==> src/rtl/cmd_arb_pkg.sv <==
// cmd_arb_pkg: shared types and constants for the two-requester command arbiter.
// Optional feature macro used by the design: CMD_TIMEOUT_EN (wait-state abort timer).
package cmd_arb_pkg;

    typedef enum logic [2:0] {
        IDLE      = 3'd0,
        ISSUE     = 3'd1,
        WAIT_CMD  = 3'd2,
        WAIT_RESP = 3'd3,
        DONE      = 3'd4
    } arb_state_t;

    // Response byte reported to the requester when a wait state aborts.
    localparam logic [7:0] TIMEOUT_RESP = 8'hEE;

    // A lone requester wins outright; on a tie the one not served last wins.
    function automatic logic pick_winner(input logic [1:0] req, input logic last_gnt);
        if (req == 2'b11) return ~last_gnt;
        return req[1];
    endfunction

endpackage

==> src/rtl/cmd_timer.sv <==
// cmd_timer: wait-state cycle counter for cmd_arbiter.
// Only present when CMD_TIMEOUT_EN is defined; without it the file is empty so
// no stray counter module exists in the default build.
`ifdef CMD_TIMEOUT_EN
module cmd_timer
    import cmd_arb_pkg::*;
#(
    parameter logic [19:0] TIMEOUT_CYCLES = 20'd1_000_000
) (
    input  logic clk,
    input  logic rst_n,
    input  logic clr,
    input  logic en,
    output logic expired
);

    logic [19:0] cnt;

    // Clear wins over count so entry into a wait state always starts from zero.
    always_ff @(posedge clk or negedge rst_n) begin
        if (!rst_n) begin
            cnt <= '0;
        end else if (clr) begin
            cnt <= '0;
        end else if (en) begin
            cnt <= cnt + 20'd1;
        end
    end

    // Counter value k marks the (k+1)-th cycle in the wait state.
    assign expired = en && (cnt == TIMEOUT_CYCLES - 20'd1);

endmodule
`endif

==> src/rtl/cmd_arbiter.sv <==
// cmd_arbiter: round-robin arbiter sharing one command master between two
// requesters. One transaction: latch command, strobe send, wait for the master
// to finish sending, wait for the response byte, report done to the winner.
// Optional feature macro: CMD_TIMEOUT_EN (abort a wait state after
// TIMEOUT_CYCLES cycles, report resp_out=TIMEOUT_RESP with timeout=1).
module cmd_arbiter
    import cmd_arb_pkg::*;
#(
    parameter logic [19:0] TIMEOUT_CYCLES = 20'd1_000_000
) (
    input  logic        clk,
    input  logic        rst_n,
    input  logic [1:0]  req,
    input  logic [15:0] cmd0,
    input  logic [15:0] cmd1,
    output logic [1:0]  done,
    output logic [7:0]  resp_out,
    output logic        timeout,
    output logic        busy,
    output logic        snd_cmd,
    output logic [15:0] cmd,
    input  logic        cmd_cmplt,
    input  logic        resp_cmplt,
    input  logic [7:0]  resp,
    output logic        clr_rdy
);

    arb_state_t state, nxt_state;
    logic       gnt;
    logic       last_gnt;
    logic       win;
    logic       tmr_exp;

    assign win = pick_winner(req, last_gnt);

`ifdef CMD_TIMEOUT_EN
    logic tmr_clr;
    logic tmr_en;
    logic to_flg;

    // Restart on entry to either wait state; count while in one.
    assign tmr_clr = (state == ISSUE) || (state == WAIT_CMD && cmd_cmplt);
    assign tmr_en  = (state == WAIT_CMD) || (state == WAIT_RESP);

    cmd_timer #(
        .TIMEOUT_CYCLES(TIMEOUT_CYCLES)
    ) u_timer (
        .clk     (clk),
        .rst_n   (rst_n),
        .clr     (tmr_clr),
        .en      (tmr_en),
        .expired (tmr_exp)
    );
`else
    // No timer: wait states never expire. The parameter is kept in the
    // interface so both builds share one instantiation signature.
    logic unused_timeout_cfg;
    assign unused_timeout_cfg = ^TIMEOUT_CYCLES;
    assign tmr_exp            = 1'b0;
`endif

    // State register.
    always_ff @(posedge clk or negedge rst_n) begin
        if (!rst_n) state <= IDLE;
        else        state <= nxt_state;
    end

    // Next-state: exit events take priority over timer expiry.
    always_comb begin
        nxt_state = state;
        case (state)
            IDLE:      if (req != 2'b00) nxt_state = ISSUE;
            ISSUE:     nxt_state = WAIT_CMD;
            WAIT_CMD: begin
                if (cmd_cmplt)    nxt_state = WAIT_RESP;
                else if (tmr_exp) nxt_state = DONE;
            end
            WAIT_RESP: begin
                if (resp_cmplt)   nxt_state = DONE;
                else if (tmr_exp) nxt_state = DONE;
            end
            DONE:      nxt_state = IDLE;
            default:   nxt_state = IDLE;
        endcase
    end

    // Outputs decoded from state. clr_rdy is held low during reset even if the
    // master still shows a byte. A byte seen in WAIT_CMD is left alone: it is
    // level-held and gets serviced once WAIT_RESP is reached.
    always_comb begin
        done    = 2'b00;
        snd_cmd = 1'b0;
        busy    = 1'b1;
        clr_rdy = 1'b0;
        timeout = 1'b0;
        case (state)
            IDLE: begin
                busy    = 1'b0;
                clr_rdy = resp_cmplt & rst_n;   // discard a stale byte
            end
            ISSUE:     snd_cmd = 1'b1;
            WAIT_RESP: clr_rdy = resp_cmplt;
            DONE: begin
                done[gnt] = 1'b1;
`ifdef CMD_TIMEOUT_EN
                timeout   = to_flg;
`endif
            end
            default: ;
        endcase
    end

    // Transaction datapath: grant/command latch on leaving IDLE, response
    // capture (or abort code) on leaving a wait state, history on DONE.
    always_ff @(posedge clk or negedge rst_n) begin
        if (!rst_n) begin
            cmd      <= '0;
            resp_out <= '0;
            gnt      <= 1'b0;
            last_gnt <= 1'b1;
`ifdef CMD_TIMEOUT_EN
            to_flg   <= 1'b0;
`endif
        end else begin
            case (state)
                IDLE: begin
                    if (req != 2'b00) begin
                        gnt <= win;
                        cmd <= win ? cmd1 : cmd0;
`ifdef CMD_TIMEOUT_EN
                        to_flg <= 1'b0;
`endif
                    end
                end
                WAIT_CMD: begin
                    if (!cmd_cmplt && tmr_exp) begin
                        resp_out <= TIMEOUT_RESP;
`ifdef CMD_TIMEOUT_EN
                        to_flg   <= 1'b1;
`endif
                    end
                end
                WAIT_RESP: begin
                    if (resp_cmplt) begin
                        resp_out <= resp;
                    end else if (tmr_exp) begin
                        resp_out <= TIMEOUT_RESP;
`ifdef CMD_TIMEOUT_EN
                        to_flg   <= 1'b1;
`endif
                    end
                end
                DONE:    last_gnt <= gnt;
                default: ;
            endcase
        end
    end

endmodule

==> config.mk <==
export PLATFORM = sky130hd
export DESIGN_NAME = cmd_arbiter
export DESIGN_NICKNAME = d
export VERILOG_FILES = /design/src/rtl/cmd_arb_pkg.sv /design/src/rtl/cmd_timer.sv /design/src/rtl/cmd_arbiter.sv
export SDC_FILE = /design/constraint.sdc
export NUM_CORES = 1
export LEC_CHECK = 0
export ABC_AREA = 1
export CAP_MARGIN = 5
export CORE_MARGIN = 3
export CORE_UTILIZATION = 39
export CTS_CLUSTER_SIZE = 30
export DETAILED_ROUTE_END_ITERATION = 7
export PLACE_DENSITY = 0.77
export SYNTH_ARGS = -nofsm -noshare
export SYNTH_HDL_FRONTEND = slang
export SYNTH_SLANG_ARGS = --single-unit
==> constraint.sdc <==
create_clock -name clk -period 1.4 [get_ports clk]
set_input_delay 0.28 -clock clk [delete_from_list [all_inputs] [get_ports clk]]
set_output_delay 0.28 -clock clk [all_outputs]
set_load 0.05 [all_outputs]
## After elaboration in Yosys (flattened, before gate mapping)

Index checks and enable logic that the tools add are counted.

| word-level totals | value |
|---|---|
| register bits | 29 |
| input port bits | 46 |
| output and inout port bits | 30 |
| word-level logic and storage cells | 37 |

| operators by class | value |
|---|---|
| $lt $le $gt $ge | 2 |
| equal/unequal tests | 8 |
| mux-type cells | 14 |
| bitwise gates (word level) | 2 |
| reductions and logical operators | 6 |

Operators by type and width:

| kind | count |
|---|---|
| $mux W16 | 1 |
| $pmux W3 S4 | 1 |
| $mux W3 | 3 |
| $eq A3 B2 Y1 const B | 2 |
| $mux W1 | 6 |
| $ne A2 B2 Y1 const B | 3 |
| $reduce_and A2 Y1 | 2 |
| $eq A3 B1 Y1 const B | 1 |
| $eq A3 B3 Y1 const B | 1 |
| $logic_not A3 Y1 | 1 |
| $reduce_and A3 Y1 | 1 |
| $eq A2 B2 Y1 const B | 1 |
| $lt A1 B2 Y1 const B | 1 |
| $mux W2 | 1 |
| $pmux W1 S2 | 1 |
| $reduce_bool A2 Y1 | 1 |
| $and A1 B1 Y1 | 1 |
| $demux W1 S1 | 1 |
| $ge A1 B1 Y1 const B | 1 |
| $logic_and A1 B1 Y1 | 1 |
| $not A1 Y1 | 1 |

## Longest topological paths before layout

Gate-level depths: netlist of the first run.

| depth | value |
|---|---|
| word-level depth | 5 |
| depth in mapped cells | 7 |
| gate-level depth less buffers | 6 |

## Least setup slack after synthesis of the first run

No wires, ideal clock.

| timing path | value |
|---|---|
| path type | flip-flop to output port |
| start point | register state[0] |
| end point | output clr_rdy |
| arrival time | 1878 ps |
| setup slack | -758 ps |
| cell stages (with the launch flop) | 4 |
| buffers on the path | 0 |
| cells stage by stage | dfrtp_1 > nor2_4 > nand2_4 > o21ai_0 |

| on the way | value |
|---|---|
| longest elaborated chain between the ends | 2 |
| elaborated cells on any way between the ends | 3 |
| those cells by class | eq/ne (1); mux (1); reduce/logical (1) |

RTL lines:

| element | line | text |
|---|---|---|
| start, declared | cmd_arbiter.sv:28 | `arb_state_t state, nxt_state;` |
| start signal, assigned | cmd_arbiter.sv:65 | `else state <= nxt_state;` |
| $eq A3 B2 Y1 or $logic_not A3 Y1 (tied branches) | cmd_arbiter.sv:96 | `case (state)` |
| $pmux W1 S2 * | cmd_arbiter.sv:96 |  |
| end, declared | cmd_arbiter.sv:25 | `output logic clr_rdy` |

Mark *: on every way between the ends. The rest lies on a longest branch, timed or not.

## Worst setup path after layout of the first run

Same ends and word-level chain as after synthesis.

==> metrics.cfg, run 1 <==
[synthesis]
synth_edf_count=0
netlist-cell-type-count=21
yosysSeqAreaShare_pct=49.4
synthCells=179
ys_warn_count=0
async_flop_share_pct=100
ys_top_cells_by_area=dfrtp_1 48%, nand2_1 22%, o211ai_2 8.5%
postSynthNetCount=225
synth.most_common_cell=nand2_1
netlist.area_leader.share_pct=47.6
yosys-top-cells-count=85 x nand2_1, 28 x dfrtp_1, 21 x inv_1
synth.cell_area_um2=1470
synth_ff_type=dfrtp_1
avgSynthCellArea_um2=8.23
ys_ff_latch=29
yosys.area.top_type=dfrtp_1

[route]
wl_per_cell_um=14.6
drt-total-wl_mm=4.64
first_pass_iters=4
post_drt_via_cell_ratio=4.81
ant_nets=0
num_vias=1526
route.detailed.drc=0
initialDrtViolationCount=121

[global_route]
grt-ovfl-total=0
grt_pass1_wl_mm=6.58
top_usage_layer=met2
use_met3_pct=4.83
grtUsageTotal_pct=19.8
grt_max_degree=34
use_met1_pct=22.8
grt_util_met2_pct=34.6
antenna_found_initial=0
grt_pass1_vias=1450

[timing]
holdWs_ns=0.515
setup_ws_ns=-0.142
rsz0062_at_grt=yes
finalHoldViolations=0
min_period_ns=1.54
slew_violations=0
fin_skew_ns=0.0121
setup_viol=22
period_share_pct=110
fmax_mhz=649

[setup_path]
end_kind=output pin
cp.required_ns=1.12
critPathMaxFanout=4
setup.worst_path.start_class=flop
crit_type=flop to output pin
critPathArrivalTime_ns=1.26

[cts]
clkLatencyLatePin_ns=0.28
hold_buffers=0
path_clk_slew_ns=0.07
clock_sinks=29
root_buffer=clkbuf_8
cts-buffers-inserted=5
cts_tree=done
htreeDepth=2
clockBufferDepth=2

[die]
core_area_um2=3490
start_util_pct=42.1
dieArea_um2=4550
io_pins=76
num_rows=21
die_h_um=67.5
chipWidth_um=67.5

[worst_hold_path]
hold_class=input pin to asynchronous set/reset pin

[place]
gp_congestion=0.721
pre_cts_slack_ns=-0.204
place_inst=299
hpwl_mm=3.02
io_buffers=74

[finish]
final_cells=317
postLayoutCoreUtil_pct=81.5
syn_to_final_growth_pct=93.3
drive_gt1_share_pct=31.4
n_antenna_cell=0
fin_nets=316

[power]
ir_worst_vdd_v=0.00142
power_uw=7240
p_leak_uw=0.00141
powerDensity_nw_per_um2=2540

[outcome]
status=finished, violations left
failed_checks=negative setup slack

[job]
maxCapViolCount=0

## where the power goes
| group | total, uW | internal [uW] | leakage, uW | switching, uW |
|---|---|---|---|---|
| clock network | 661 | 342 | 0.0000439 | 319 |
| registers | 1720 | 1260 | 0.000352 | 462 |
| logic | 4860 | 2310 | 0.00101 | 2550 |
| total | 7240 | 3910 | 0.00141 | 3330 |
## registers in the layout (all words and copies together), names as in the netlist
| register | count |
|---|---|
| resp_out | 8 |
| last_gnt | 1 |
| gnt | 1 |
| cmd | 16 |
| state | 3 |
## cells by family (layout without fill, tap and decap cells)
family	count (synthesis)	count (layout)	synth area share (%)
simple gates	100	100	28.5
compound gates	19	19	12.6
flops	29	29	49.4
buf+inv	30	122	9.35
other cells	1	1	0.255
## timing repair
item,CTS,global route
pin swaps,4,8
resized for setup,9,12
endpoints found under the hold margin,0,0
cloned,0,0
setup buffers,4,6
endpoints found under the setup margin,5,23
## worst paths after layout
check                      startpoint  cells after the start  slack [ns]          end
setup / recovery             state[0]                      5       -0.14      clr_rdy
max in group asynchronous       rst_n                      2        0.57     state[1]
setup reg to reg             state[0]                      8       -0.14       cmd[1]
hold / removal                  rst_n                      2        0.51  resp_out[5]
hold reg to reg              last_gnt                      2        0.51     last_gnt
min in group clk             last_gnt                      2        0.52     last_gnt
## through the flow
stage          area, um^2  TNS, ns
2_1_floorplan        1480   -0.390
3_3_place_gp         2600    -2.62
3_5_place_dp         2600    -3.56
4_1_cts              2750   -0.597
5_1_grt              2850    -2.95
6_report             2850    -1.72
## area by class of cell
| type | instances | area (um^2) |
|---|---|---|
| Timing Repair Buffer | 90 | 1200 |
| Sequential cell | 29 | 731 |
| Multi-Input combinational cell | 120 | 669 |
| Fill cell | 207 | 648 |
| Inverter | 24 | 97.6 |
| Clock buffer | 5 | 68.8 |
| Tap cell | 46 | 57.6 |
| Clock inverter | 3 | 17.5 |
## per-layer routing
layer / share of wire (%) / wire, um
met1: 35 / 1650
met2: 52 / 2440
met3: 7.4 / 342
met4: 4.6 / 215
met5: 0 / 0
## worst max-delay path: stages, from the launching register on
cell	delay, ns
dfrtp_2	0.43
nand2_1	0.09
nor2_2	0.14
nand2_2	0.10
o21ai_4	0.08
buf_12	0.15
## cell usage in the layout, fill, tap and decap left out, drive strengths merged, types with 2 or more instances in the layout
master and instances:
o211ai 16, buf 45, nand2 87, nand4 2, nand3 4, nor2 7
clkinv 2, o21ai 3, dfrtp 28, clkdlybuf4s50 45, clkbuf 5, inv 24
Power figures use the tool's default switching activity.
==> inputs of run 2 (changes only) <==
--- a/config.mk
+++ b/config.mk
@@ -8,10 +8,13 @@
 export ABC_AREA = 1
 export CAP_MARGIN = 5
 export CORE_MARGIN = 3
-export CORE_UTILIZATION = 39
+export CORE_UTILIZATION = 49
 export CTS_CLUSTER_SIZE = 30
 export DETAILED_ROUTE_END_ITERATION = 7
-export PLACE_DENSITY = 0.77
+export DONT_BUFFER_PORTS = 1
+export PLACE_DENSITY = 0.62
+export REMOVE_ABC_BUFFERS = 1
 export SYNTH_ARGS = -nofsm -noshare
 export SYNTH_HDL_FRONTEND = slang
 export SYNTH_SLANG_ARGS = --single-unit
+export TNS_END_PERCENT = 1
==> metrics.cfg, run 2 (synthesis gave the netlist of run 1 again) <==
[outcome]
status=finished, violations left
failed_checks=negative setup slack

[power]
powerDensity_nw_per_um2=2830
power.internal_uw=2030
power_frac_seq_pct=56.8
power_switching_uw=2760
ir_worst_vdd_v=0.00134
p_leak_uw=0.000929
p_clk_share_pct=10.2
swShare_pct=57.6
p_comb_share_pct=33.1

[worst_hold_path]
min_to=resp_out[4]
hold_start=resp[4]
min_path_cells=2
hold_class=input pin to flop

[die]
dieArea_um2=3700
chipWidth_um=60.8
io_pins=76
start_util_pct=52.5
die_h_um=60.8
num_rows=19
core_area_um2=2810

[place]
gp_congestion=0.679
io_buffers=0
hpwl_mm=2.29
dpl_cell_area_um2=1550

[route]
ant_nets=0
drt-total-wl_mm=3.23
first_pass_iters=4
route.detailed.drc=0
initialDrtViolationCount=48
wl_per_cell_um=14.3
post_drt_via_cell_ratio=5.23
num_vias=1176

[timing]
setup_ws_ns=-0.183
holdWs_ns=0.0654
rsz0062_at_grt=yes
fmax_mhz=632
min_period_ns=1.58
setup_viol=5
period_share_pct=113
slew_violations=0
finalHoldViolations=0
fin_skew_ns=0.00266

[setup_path]
rr_worst_depth=7
cp_cell_sequence=nor2_4 > nand2_4 > o21ai_2 > buf_6
cp_slowest_stage_delay_ns=0.44
timing.rr.start=state[0]
critPathMaxFanout=4
path_delay_family=flip-flops
critPathArrivalTime_ns=1.30
end_kind=output pin
critPathBufInv=1
reg2reg_to=cmd[5]
r2r_setup_slack_ns=0.01
slowest_stage=dfrtp_1
setup.worst_path.start_class=flop
crit_type=flop to output pin
cp.required_ns=1.12

[cts]
clock_sinks=29
clockBufferDepth=2
cts-buffers-inserted=5
cts_tree=done
clkLatencyLatePin_ns=0.32
path_clk_slew_ns=0.09
root_buffer=clkbuf_4
htreeDepth=2

[job]
maxCapViolCount=0

[finish]
final_common_cell=nand2_1
drive_gt1_share_pct=23.2
seqCellArea_um2=729
regMostFlops=cmd
fillers=279
final_cell_mix=84 x nand2_1, 26 x dfrtp_1, 21 x inv_1
largest_register_ffs=16
reg.largest.list=cmd (16), resp_out (8), state (3)
multi_input_area_um2=622
syn_to_final_growth_pct=15.0
n_antenna_cell=0
final_area_um2=1690
fin_nets=239

[global_route]
grtUsageTotal_pct=18.4
antenna_found_initial=0
grt_pass1_vias=1112
grt-ovfl-total=0
grt_max_degree=34
grt_pass1_wl_mm=4.94

-- run 2: final cells by class --
type / count / share of cell area, %
sequential: 29 / 43.1
multi-input combinational: 120 / 36.7
timing repair buffer: 13 / 9.02
inverter: 24 / 5.62
tap: 31 / 2.29
clock buffer: 5 / 2.22
clock inverter: 3 / 1.03
-- run 2: timing repair --
action / in CTS / in global routing
setup endpoints to repair: 5 / 22
hold endpoints to repair: 29 / 0
hold buffers: 2 / 0
resized for setup: 8 / 4
setup buffers: 3 / 0
pin swaps: 3 / 1
-- run 2: power by group through the flow --
stage | clock (uW) | sequential, uW | combinational, uW
finish | 488 | 2720 | 1590
global route | 554 | 2770 | 1780
CTS | 517 | 2730 | 1580
detailed placement | 0 | 2740 | 1440
global placement | 0 | 2730 | 1380
floorplan | 0 | 2650 | 1080
-- run 2: worst max path at each step --
stage          slack (ns)  cells after the start  startpoint      end
6_report            -0.18                      4    state[0]  clr_rdy
5_1_grt             -0.26                      4    state[0]  clr_rdy
4_1_cts             -0.20                      4    state[2]  clr_rdy
3_5_place_dp         0.08                      4    state[0]  clr_rdy
3_3_place_gp         0.12                      4    state[0]  clr_rdy
2_1_floorplan       -0.76                      3    state[0]  clr_rdy
-- run 2: per-layer routing --
metal	track usage (%)	wire [um]	part of all wire, %	vias up
met1	20.3	1280	40	539
met2	33.1	1670	52	50
met4	5.57	36	1.1	0
li1	-	-	-	583
met3	6.17	231	7.2	4
met5	0	0	0	-
-- run 2: metrics by stage --
stage	TNS, ns	utilization, %	setup WS, ns	total power (uW)	cells
after floorplan	-4.85	-	-0.758	3730	173
after global placement	0	55.3	0.116	4110	212
after detailed placement	0	55.3	0.0801	4180	212
after CTS	-0.760	60.0	-0.197	4820	225
after global routing	-2.11	60.3	-0.258	5110	225
final	-0.620	60.3	-0.183	4800	225
==> inputs of run 3 (changes only) <==
--- a/config.mk
+++ b/config.mk
@@ -7,13 +7,16 @@
 export LEC_CHECK = 0
 export ABC_AREA = 1
 export CAP_MARGIN = 5
+export CELL_PAD_IN_SITES_DETAIL_PLACEMENT = 0
+export CELL_PAD_IN_SITES_GLOBAL_PLACEMENT = 1
 export CORE_MARGIN = 3
-export CORE_UTILIZATION = 49
+export CORE_UTILIZATION = 43
 export CTS_CLUSTER_SIZE = 30
 export DETAILED_ROUTE_END_ITERATION = 7
 export DONT_BUFFER_PORTS = 1
-export PLACE_DENSITY = 0.62
+export PLACE_DENSITY = 0.75
 export REMOVE_ABC_BUFFERS = 1
+export SLEW_MARGIN = 20
 export SYNTH_ARGS = -nofsm -noshare
 export SYNTH_HDL_FRONTEND = slang
 export SYNTH_SLANG_ARGS = --single-unit
==> metrics.cfg, run 3 (synthesis gave the netlist of run 1 again) <==
[outcome]
status=finished, violations left
failed_checks=negative setup slack

[die]
core_area_um2=3150
io_pins=76
dieArea_um2=4160
start_util_pct=46.7
chipWidth_um=64.5
num_rows=20
die_h_um=64.5

[timing]
fin_setup_tns_ns=-0.627
min_period_ns=1.55
finalHoldViolations=0
setup_viol=5
slew_violations=0
fmax_mhz=645
fin_skew_ns=0.0113
rsz0062_at_grt=yes
setup_ws_ns=-0.151
period_share_pct=111

[global_route]
grtUsageTotal_pct=16.7
antenna_found_initial=0
grt_max_degree=34
grt_pass1_wl_mm=5.22
grt-ovfl-total=0
grt_pass1_vias=1102

[finish]
final_cells=240
syn_to_final_growth_pct=19.5
drive_gt1_share_pct=24.0
final_cell_mix=84 x nand2_1, 27 x dfrtp_1, 20 x inv_1
fin_nets=241
reg.largest.list=cmd (16), resp_out (8), state (3)
final_area_um2=1760
postLayoutCoreUtil_pct=55.8
regMostFlops=cmd
final_common_cell=nand2_1
largest_register_ffs=16
n_antenna_cell=0

[route]
drt-total-wl_mm=3.26
post_drt_via_cell_ratio=4.90
initialDrtViolationCount=48
ant_nets=0
num_vias=1175
wl_per_cell_um=13.6
first_pass_iters=3
route.detailed.drc=0

[setup_path]
critPathArrivalTime_ns=1.27
r2r_setup_slack_ns=0.04
setup.worst_path.start_class=flop
cp_slowest_stage_delay_ns=0.45
cp_cell_sequence=nor2_4 > nand2_4 > o21ai_2 > buf_6
slowest_stage=dfrtp_2
cp.required_ns=1.12
crit_type=flop to output pin
critPathMaxFanout=4
end_kind=output pin

[worst_hold_path]
hold_class=input pin to flop

[power]
ir_worst_vdd_v=0.00122
powerDensity_nw_per_um2=2880
p_leak_uw=0.000957

[place]
place_inst=225
gp_congestion=0.764
dpl_cell_area_um2=1570
hpwl_mm=2.25
io_buffers=0

[cts]
cts_tree=done
clkLatencyLatePin_ns=0.32
root_buffer=clkbuf_4
path_clk_slew_ns=0.09
cts-buffers-inserted=5
htreeDepth=2
clockBufferDepth=2
clock_sinks=29

[job]
maxCapViolCount=0

==> run 3: timing repair <==
item | 4_1_cts | 5_1_grt
pin swaps | 2 | 1
gates resized for setup | 6 | 7
endpoints found under the hold margin | 29 | 0
setup buffers | 3 | 2
hold buffers | 2 | 0
setup endpoints to repair | 5 | 22
==> run 3: critical path: cells and delay by family, from the launching register on <==
kind,cells,cell delay [ns]
compound gates,1,0.12
buf+inv,1,0.17
flops,1,0.45
simple gates,2,0.22
==> run 3: area by class of cell <==
cell class	count	area, um^2
Clock buffer	7	55.1
Clock inverter	1	30.0
Fill cell	306	1390
Inverter	24	92.6
Multi-Input combinational cell	120	627
Sequential cell	29	728
Tap cell	44	55.1
Timing Repair Buffer	15	171
==> run 3: power breakdown <==
part,internal [uW],switching (uW)
Combinational,657,985
Sequential,1230,1500
Clock,426,273
Total,2310,2760
==> run 3: worst paths after layout <==
check | from | end | cells past startpoint
min in group asynchronous | rst_n | cmd[11] | 2
hold reg to reg | last_gnt | last_gnt | 2
hold / removal | resp[4] | resp_out[4] | 2
setup reg to reg | state[0] | cmd[2] | 7
setup / recovery | state[0] | clr_rdy | 4
max in group asynchronous | rst_n | last_gnt | 2
==> run 3: through the flow <==
stage / setup WS (ns) / total power [uW] / hold WS [ns]
2_1_floorplan: -0.758 / 3730 / -0.0156
3_3_place_gp: 0.121 / 4120 / -0.0149
3_5_place_dp: 0.0804 / 4190 / -0.0149
4_1_cts: -0.190 / 5010 / 0.0408
5_1_grt: -0.248 / 5410 / 0.0183
6_report: -0.151 / 5070 / 0.0654
==> run 3: layer usage <==
| layer | share of wire (%) | global-route usage [%] | vias up |
|---|---|---|---|
| met4 | 0.58 | 6.33 | 0 |
| met2 | 50 | 26.7 | 45 |
| li1 | - | - | 586 |
| met5 | 0 | 0 | - |
| met3 | 8.4 | 8.67 | 2 |
| met1 | 41 | 18.9 | 542 |
